### src/rtl/keypad_scan_ctrl.sv
// rtl/keypad_scan_ctrl.sv - 4x4 matrix keypad scanner with press/release debounce and valid/ready key events
module keypad_scan_ctrl #(
    parameter int         DWELL     = 1000,
    parameter int         DEB_N     = 4,
    parameter logic [3:0] IDLE_CODE = 4'd15
) (
    input  logic       clk,
    input  logic       reset,
    input  logic [3:0] col_n,
    output logic [3:0] row_n,
    output logic [3:0] key_code,
    output logic       key_down,
    output logic       key_valid,
    input  logic       key_ready
);

    localparam int            DW         = (DWELL > 1) ? $clog2(DWELL) : 1;
    localparam int            CW         = $clog2(DEB_N + 1);
    localparam logic [DW-1:0] DWELL_LAST = DW'(DWELL - 1);
    localparam logic [CW-1:0] DEB_LAST   = CW'(DEB_N - 1);

    typedef enum logic [1:0] {
        SCAN  = 2'd0,
        DEB_P = 2'd1,
        HELD  = 2'd2,
        DEB_R = 2'd3
    } state_t;

    state_t        state;
    state_t        state_nxt;

    logic [DW-1:0] dwell_cnt;
    logic          sample;
    logic [1:0]    row;
    logic [1:0]    col_lat;
    logic [CW-1:0] deb_cnt;
    logic          any_key;
    logic [1:0]    col_enc;

    // Control strobes produced by the output decode, consumed by the datapath registers
    logic          adv_row;
    logic          lat_key;
    logic          deb_load;
    logic          deb_inc;
    logic          deb_clr;
    logic          press;
    logic          rel;

    // Dwell counter: one sample event on the last cycle of each row strobe
    always_ff @(posedge clk or posedge reset) begin
        if (reset) begin
            dwell_cnt <= '0;
        end else if (sample) begin
            dwell_cnt <= '0;
        end else begin
            dwell_cnt <= dwell_cnt + DW'(1);
        end
    end

    assign sample = (dwell_cnt == DWELL_LAST);

    // Column priority encoder: lowest-numbered low column wins
    always_comb begin
        any_key = (col_n != 4'hF);
        col_enc = 2'd3;
        if (!col_n[0]) begin
            col_enc = 2'd0;
        end else if (!col_n[1]) begin
            col_enc = 2'd1;
        end else if (!col_n[2]) begin
            col_enc = 2'd2;
        end
    end

    // FSM state register
    always_ff @(posedge clk or posedge reset) begin
        if (reset) begin
            state <= SCAN;
        end else begin
            state <= state_nxt;
        end
    end

    // FSM next-state decode; transitions only happen on sample events
    always_comb begin
        state_nxt = state;
        if (sample) begin
            case (state)
                SCAN: begin
                    if (any_key) state_nxt = DEB_P;
                end
                DEB_P: begin
                    if (!any_key || (col_enc != col_lat)) state_nxt = SCAN;
                    else if (deb_cnt == DEB_LAST)          state_nxt = HELD;
                end
                HELD: begin
                    if (!any_key) state_nxt = DEB_R;
                end
                DEB_R: begin
                    if (any_key)                   state_nxt = HELD;
                    else if (deb_cnt == DEB_LAST)  state_nxt = SCAN;
                end
                default: state_nxt = SCAN;
            endcase
        end
    end

    // FSM output decode into datapath strobes
    always_comb begin
        adv_row  = 1'b0;
        lat_key  = 1'b0;
        deb_load = 1'b0;
        deb_inc  = 1'b0;
        deb_clr  = 1'b0;
        press    = 1'b0;
        rel      = 1'b0;
        if (sample) begin
            case (state)
                SCAN: begin
                    if (any_key) begin
                        lat_key  = 1'b1;
                        deb_load = 1'b1;
                    end else begin
                        adv_row  = 1'b1;
                    end
                end
                DEB_P: begin
                    if (!any_key || (col_enc != col_lat)) begin
                        adv_row = 1'b1;
                        deb_clr = 1'b1;
                    end else if (deb_cnt == DEB_LAST) begin
                        press   = 1'b1;
                        deb_clr = 1'b1;
                    end else begin
                        deb_inc = 1'b1;
                    end
                end
                HELD: begin
                    if (!any_key) deb_load = 1'b1;
                end
                DEB_R: begin
                    if (any_key) begin
                        deb_clr = 1'b1;
                    end else if (deb_cnt == DEB_LAST) begin
                        rel     = 1'b1;
                        adv_row = 1'b1;
                        deb_clr = 1'b1;
                    end else begin
                        deb_inc = 1'b1;
                    end
                end
                default: begin
                    deb_clr = 1'b1;
                end
            endcase
        end
    end

    // Row pointer and registered active-low one-hot strobe; they rotate together
    always_ff @(posedge clk or posedge reset) begin
        if (reset) begin
            row   <= 2'd0;
            row_n <= 4'b1110;
        end else if (adv_row) begin
            row   <= row + 2'd1;
            row_n <= {row_n[2:0], row_n[3]};
        end
    end

    // Column captured when a candidate press is first seen
    always_ff @(posedge clk or posedge reset) begin
        if (reset) begin
            col_lat <= 2'd0;
        end else if (lat_key) begin
            col_lat <= col_enc;
        end
    end

    // Debounce counter shared by press and release qualification
    always_ff @(posedge clk or posedge reset) begin
        if (reset) begin
            deb_cnt <= '0;
        end else if (deb_clr) begin
            deb_cnt <= '0;
        end else if (deb_load) begin
            deb_cnt <= CW'(1);
        end else if (deb_inc) begin
            deb_cnt <= deb_cnt + CW'(1);
        end
    end

    // Held-key code and level; follows the physical key even while an event is pending
    always_ff @(posedge clk or posedge reset) begin
        if (reset) begin
            key_code <= IDLE_CODE;
            key_down <= 1'b0;
        end else if (press) begin
            key_code <= {row, col_lat};
            key_down <= 1'b1;
        end else if (rel) begin
            key_code <= IDLE_CODE;
            key_down <= 1'b0;
        end
    end

    // Press event flag; acceptance wins, so a press arriving while one is pending is dropped
    always_ff @(posedge clk or posedge reset) begin
        if (reset) begin
            key_valid <= 1'b0;
        end else if (key_valid && key_ready) begin
            key_valid <= 1'b0;
        end else if (press) begin
            key_valid <= 1'b1;
        end
    end

endmodule
### config.mk
export PLATFORM = sky130hd
export DESIGN_NAME = keypad_scan_ctrl
export DESIGN_NICKNAME = d
export VERILOG_FILES = /design/src/rtl/keypad_scan_ctrl.sv
export SDC_FILE = /design/constraint.sdc
export NUM_CORES = 1
export LEC_CHECK = 0
export BUFFER_PORTS_ARGS = -buffer_cell sky130_fd_sc_hd__buf_2
export CORE_MARGIN = 10
export CORE_UTILIZATION = 50
export DETAILED_ROUTE_END_ITERATION = 10
export PLACE_DENSITY = 0.76
export SLEW_MARGIN = 20
export SYNTH_ARGS = -nofsm -noshare
export SYNTH_HDL_FRONTEND = slang
export SYNTH_SLANG_ARGS = --single-unit
### constraint.sdc
create_clock -name clk -period 2.2 [get_ports clk]
set_clock_uncertainty 0.15 [all_clocks]
set_input_delay 0.11 -clock clk [delete_from_list [all_inputs] [get_ports clk]]
set_output_delay 0.11 -clock clk [all_outputs]
set_load 0.01 [all_outputs]
---- Word level (Yosys, flattened, before mapping) ----
Cells that the tools add are included.
word-level totals
  bits in registers ....................... 29
  bits of input ports ..................... 7
  logic and storage cells ................. 76
operators by class
  add/subtract/negate cells ............... 3
  equal/unequal tests ..................... 11
  muxes and demuxes ....................... 45
  reductions and logical operators ........ 8
operators with widths
  cell                                                 number
  two-way mux 1 bit                                    26
  two-way mux 2 bit                                    8
  adder 10 x 1 -> 10 bit, second input constant        1
  equality test 10 bit, second input constant          1
  two-way mux 10 bit                                   1
  two-way mux 3 bit                                    3
  two-way mux 4 bit                                    2
  case mux 2 bit (4 select lines)                      1
  inequality test 3 bit, second input constant         2
  case mux 1 bit (2 select lines)                      3
  AND reduction 5 bit                                  1
  equality test 2 bit, second input constant           2
  inequality test 2 bit, second input constant         2
  inequality test 4 bit, second input constant         1
  nonzero test 2 bit                                   2
  adder 3 x 1 -> 3 bit, second input constant          1
  equality test 3 x 2 -> 1 bit, second input constant  1
  case mux 1 bit (3 select lines)                      1
  nonzero test 3 bit                                   1
  adder 2 x 1 -> 2 bit, second input constant          1
  equality test 2 x 1 -> 1 bit, second input constant  1
  zero test 2 bit                                      1
  inequality test 2 bit                                1
  logical AND 1 bit                                    1
  other kinds (2)                                      2

---- Longest topological paths before layout ----
  word-level depth ........................ 11
  depth in mapped cells ................... 7

---- Worst setup path after synthesis ----
No wires, ideal clock.
  path kind ............................... reg2reg
  start point ............................. register dwell_cnt[0]
  end point ............................... register row_n[0]
  arrival time ............................ 1652 ps
  data required time ...................... 1922 ps
  setup slack ............................. 271 ps
  stages on the path, launching flop included .. 6
  path buffers ............................ 0
  clock period less this slack ............ 1929 ps
  cell sequence ........................... dfrtp_1 ha_1 nand2_1 or3_4 a21oi_4 mux2_1
between the ends
  longest elaborated chain between the ends .. 2
RTL lines
  item                    line  source
  from (decl)             32    logic [DW-1:0] dwell_cnt;
  from (signal assigned)  56    dwell_cnt <= dwell_cnt + DW'(1);
  equality test 10 bit    60    assign sample = (dwell_cnt == DWELL_LAST);
  two-way mux 1 bit       117   if (sample) begin
  to (signal assigned)    166   row_n <= {row_n[2:0], row_n[3]};
  to (decl)               10    output logic [3:0] row_n,
Every way passes these cells.
A chain may end at the register's enable or synchronous reset.

---- Final worst setup path ----
Same ends and word-level chain as after synthesis.

==> qor.yml <==
status: "finished clean"
vias_per_cell: 5.59
period_needed_ps: 2080
clk_pin_slew_ps: 90
synthesis.area_sq_mm: 0.00143
cts_tree: "done"
ys_types: 39
die_h_um: 73.5
first_iter_violations: 37
setup_violations: 0
ys_async_sr_fraction_pct: 100
max-vdd-ir-drop_mv: 0.653
p_leak_nw: 0.802
track_usage_pct: 12.1
initial_core_util_pct: 52.0
crit_path_start_kind: "flip-flop"
drv_cap: 0
fmax_mhz: 482
overflow: 0
core_sq_mm: 0.00276
hp-class: "primary input to flip-flop"
cts_buffers: 5
drive_above_1_share_pct: 25.3
ios: 17
wirelength_um: 2970
fin_crit_sh_pct: 94.4
fillCellCount: 221
grt_pass1_wl_um: 5180
grt_pass1_vias: 1114
synth_flop_cell: "dfrtp_1"
num_rows: 19
use_met1_pct: 13.3
pwr_density_cell_mw_per_mm2: 604
dieArea_sq_mm: 0.00541
ys_warn_count: 0
rsz0062_at_grt: "no"
synth.ff_latch_count: 29
hold_viol_final: 0
portBuffers: 16
synth_seq_area_share_pct: 51.3
tightest_slew_ps: 364
busiest_layer: "met2"
cp_max_fo: 5
final.setup.tns_ps: 0
antenna_found_initial: 0
cp_data_arrival_time_ps: 2140
syn-num-nets: 143
post-dp-hpwl_um: 2130
mostFrequentLayoutCells: "22 x dfrtp_1, 16 x buf_2, 15 x nor2_1"
fin_util_pct: 62.5
slew_viol_final: 0
clk_path_buf_depth: 2
area_delta_synth_final_pct: 20.3
grt_max_degree: 30
root_buffer: "clkbuf_4"
dr.pass1.iters: 4
met2_usage_pct: 20.3
relSlewSlack_pct: 75.7
synth_edf_count: 0
route.detailed.drc: 0
grt_use_met3_pct: 5.52
final_common_cell: "dfrtp_1"
clk_latency_ps: 330
routabilityCongestion: 0.823
vias: 1102
antenna_cells: 0
required_ps: 2270
routedWlPerCell_um: 15.1
htree_num_levels: 2
cts_resized: 0
ant_nets: 0
syn_avg_cell_area_sq_um: 10.8
critical_path_class: "flip-flop to flip-flop"
end_kind: "flip-flop"
clock-sinks: 29
synthCells: 133
fin_nets: 175
dieWidth_um: 73.5
registers in the layout, indices dropped and copies added (netlist names):
| register | cells |
|---|---|
| row_n | 4 |
| row | 2 |
| dwell_cnt | 10 |
| key_down | 1 |
| col_lat | 2 |
| key_valid | 1 |
| state | 2 |
| deb_cnt | 3 |
| key_code | 4 |
repair_timing:
action,in CTS,in global routing
hold buffers,6,0
setup buffers,0,1
hold endpoints to repair,32,0
setup endpoints to repair,0,4
critical path, stage by stage, from the launching register on:
cell     delay, ps
dfrtp_1        400
ha_1           230
nand2_1        160
or3_4          470
a21oi_4        200
mux2_1         360
metal layers:
layer	vias up	share of wire [%]	wire length, um
met1	536	42	1240
met4	0	1.4	41
met3	5	6.3	188
li1	536	-	-
met2	25	50	1500
met5	-	0	0
where the power goes:
group	switching (mW)	total [mW]	internal [mW]
Sequential	0.00137	0.535	0.534
Combinational	0.0261	0.0447	0.0186
Clock	0.191	0.462	0.271
cell type report:
cell class	instances	area [sq um]	share of cell area [%]
Sequential cell	29	734	42.6
Multi-Input combinational cell	94	658	38.2
Timing Repair Buffer	27	178	10.3
Clock buffer	7	55.1	3.19
Tap cell	31	38.8	2.25
Clock inverter	1	30.0	1.74
Inverter	8	30.0	1.74
cells in the mapped netlist, drive strengths merged, types with 4 or more instances:
cell type	number	area, sq um
nand2	11	41.3
nand3	7	35.0
xor2	4	35.0
o21ai	8	40.0
nor2	15	56.3
dfrtp	22	551
o22a	4	35.0
dfstp	7	184
xnor2	5	43.8
inv	8	30.0
mux2	4	45.0
kinds of logic after synthesis:
logic type | count (synthesis) | synth area share, %
AO/OA/AOI/OAI | 30 | 15.7
XOR/XNOR | 9 | 5.50
adder cells (fa/ha/maj) | 3 | 2.62
buffers and inverters | 10 | 2.79
flip-flops | 29 | 51.3
multiplexers | 5 | 3.84
AND/OR/NAND/NOR | 47 | 18.3
through the flow:
stage | area [sq um] | setup WS, ps | hold slack (ps) | power, mW | std cells
after floorplan | 1430 | 271 | 32.9 | 0.565 | 133
after global placement | 1570 | 213 | 37.3 | 0.580 | 182
after detailed placement | 1570 | 109 | 41.7 | 0.581 | 182
after CTS | 1720 | 107 | 175 | 1.05 | 196
after global routing | 1720 | 2.05 | 200 | 1.08 | 197
final | 1720 | 124 | 179 | 1.04 | 197
final timing paths:
check / from / end / slack, ps / cells past startpoint
max reg2reg: dwell_cnt[0] / row_n[0] / 120 / 5
min in group asynchronous: reset / dwell_cnt[9] / 240 / 4
min: col_n[3] / state[1] / 180 / 5
min reg2reg: key_valid / key_valid / 320 / 1
max in group asynchronous: reset / key_code[0] / 1350 / 4
max: dwell_cnt[0] / row_n[0] / 120 / 5
Power figures use the tool's default switching activity.
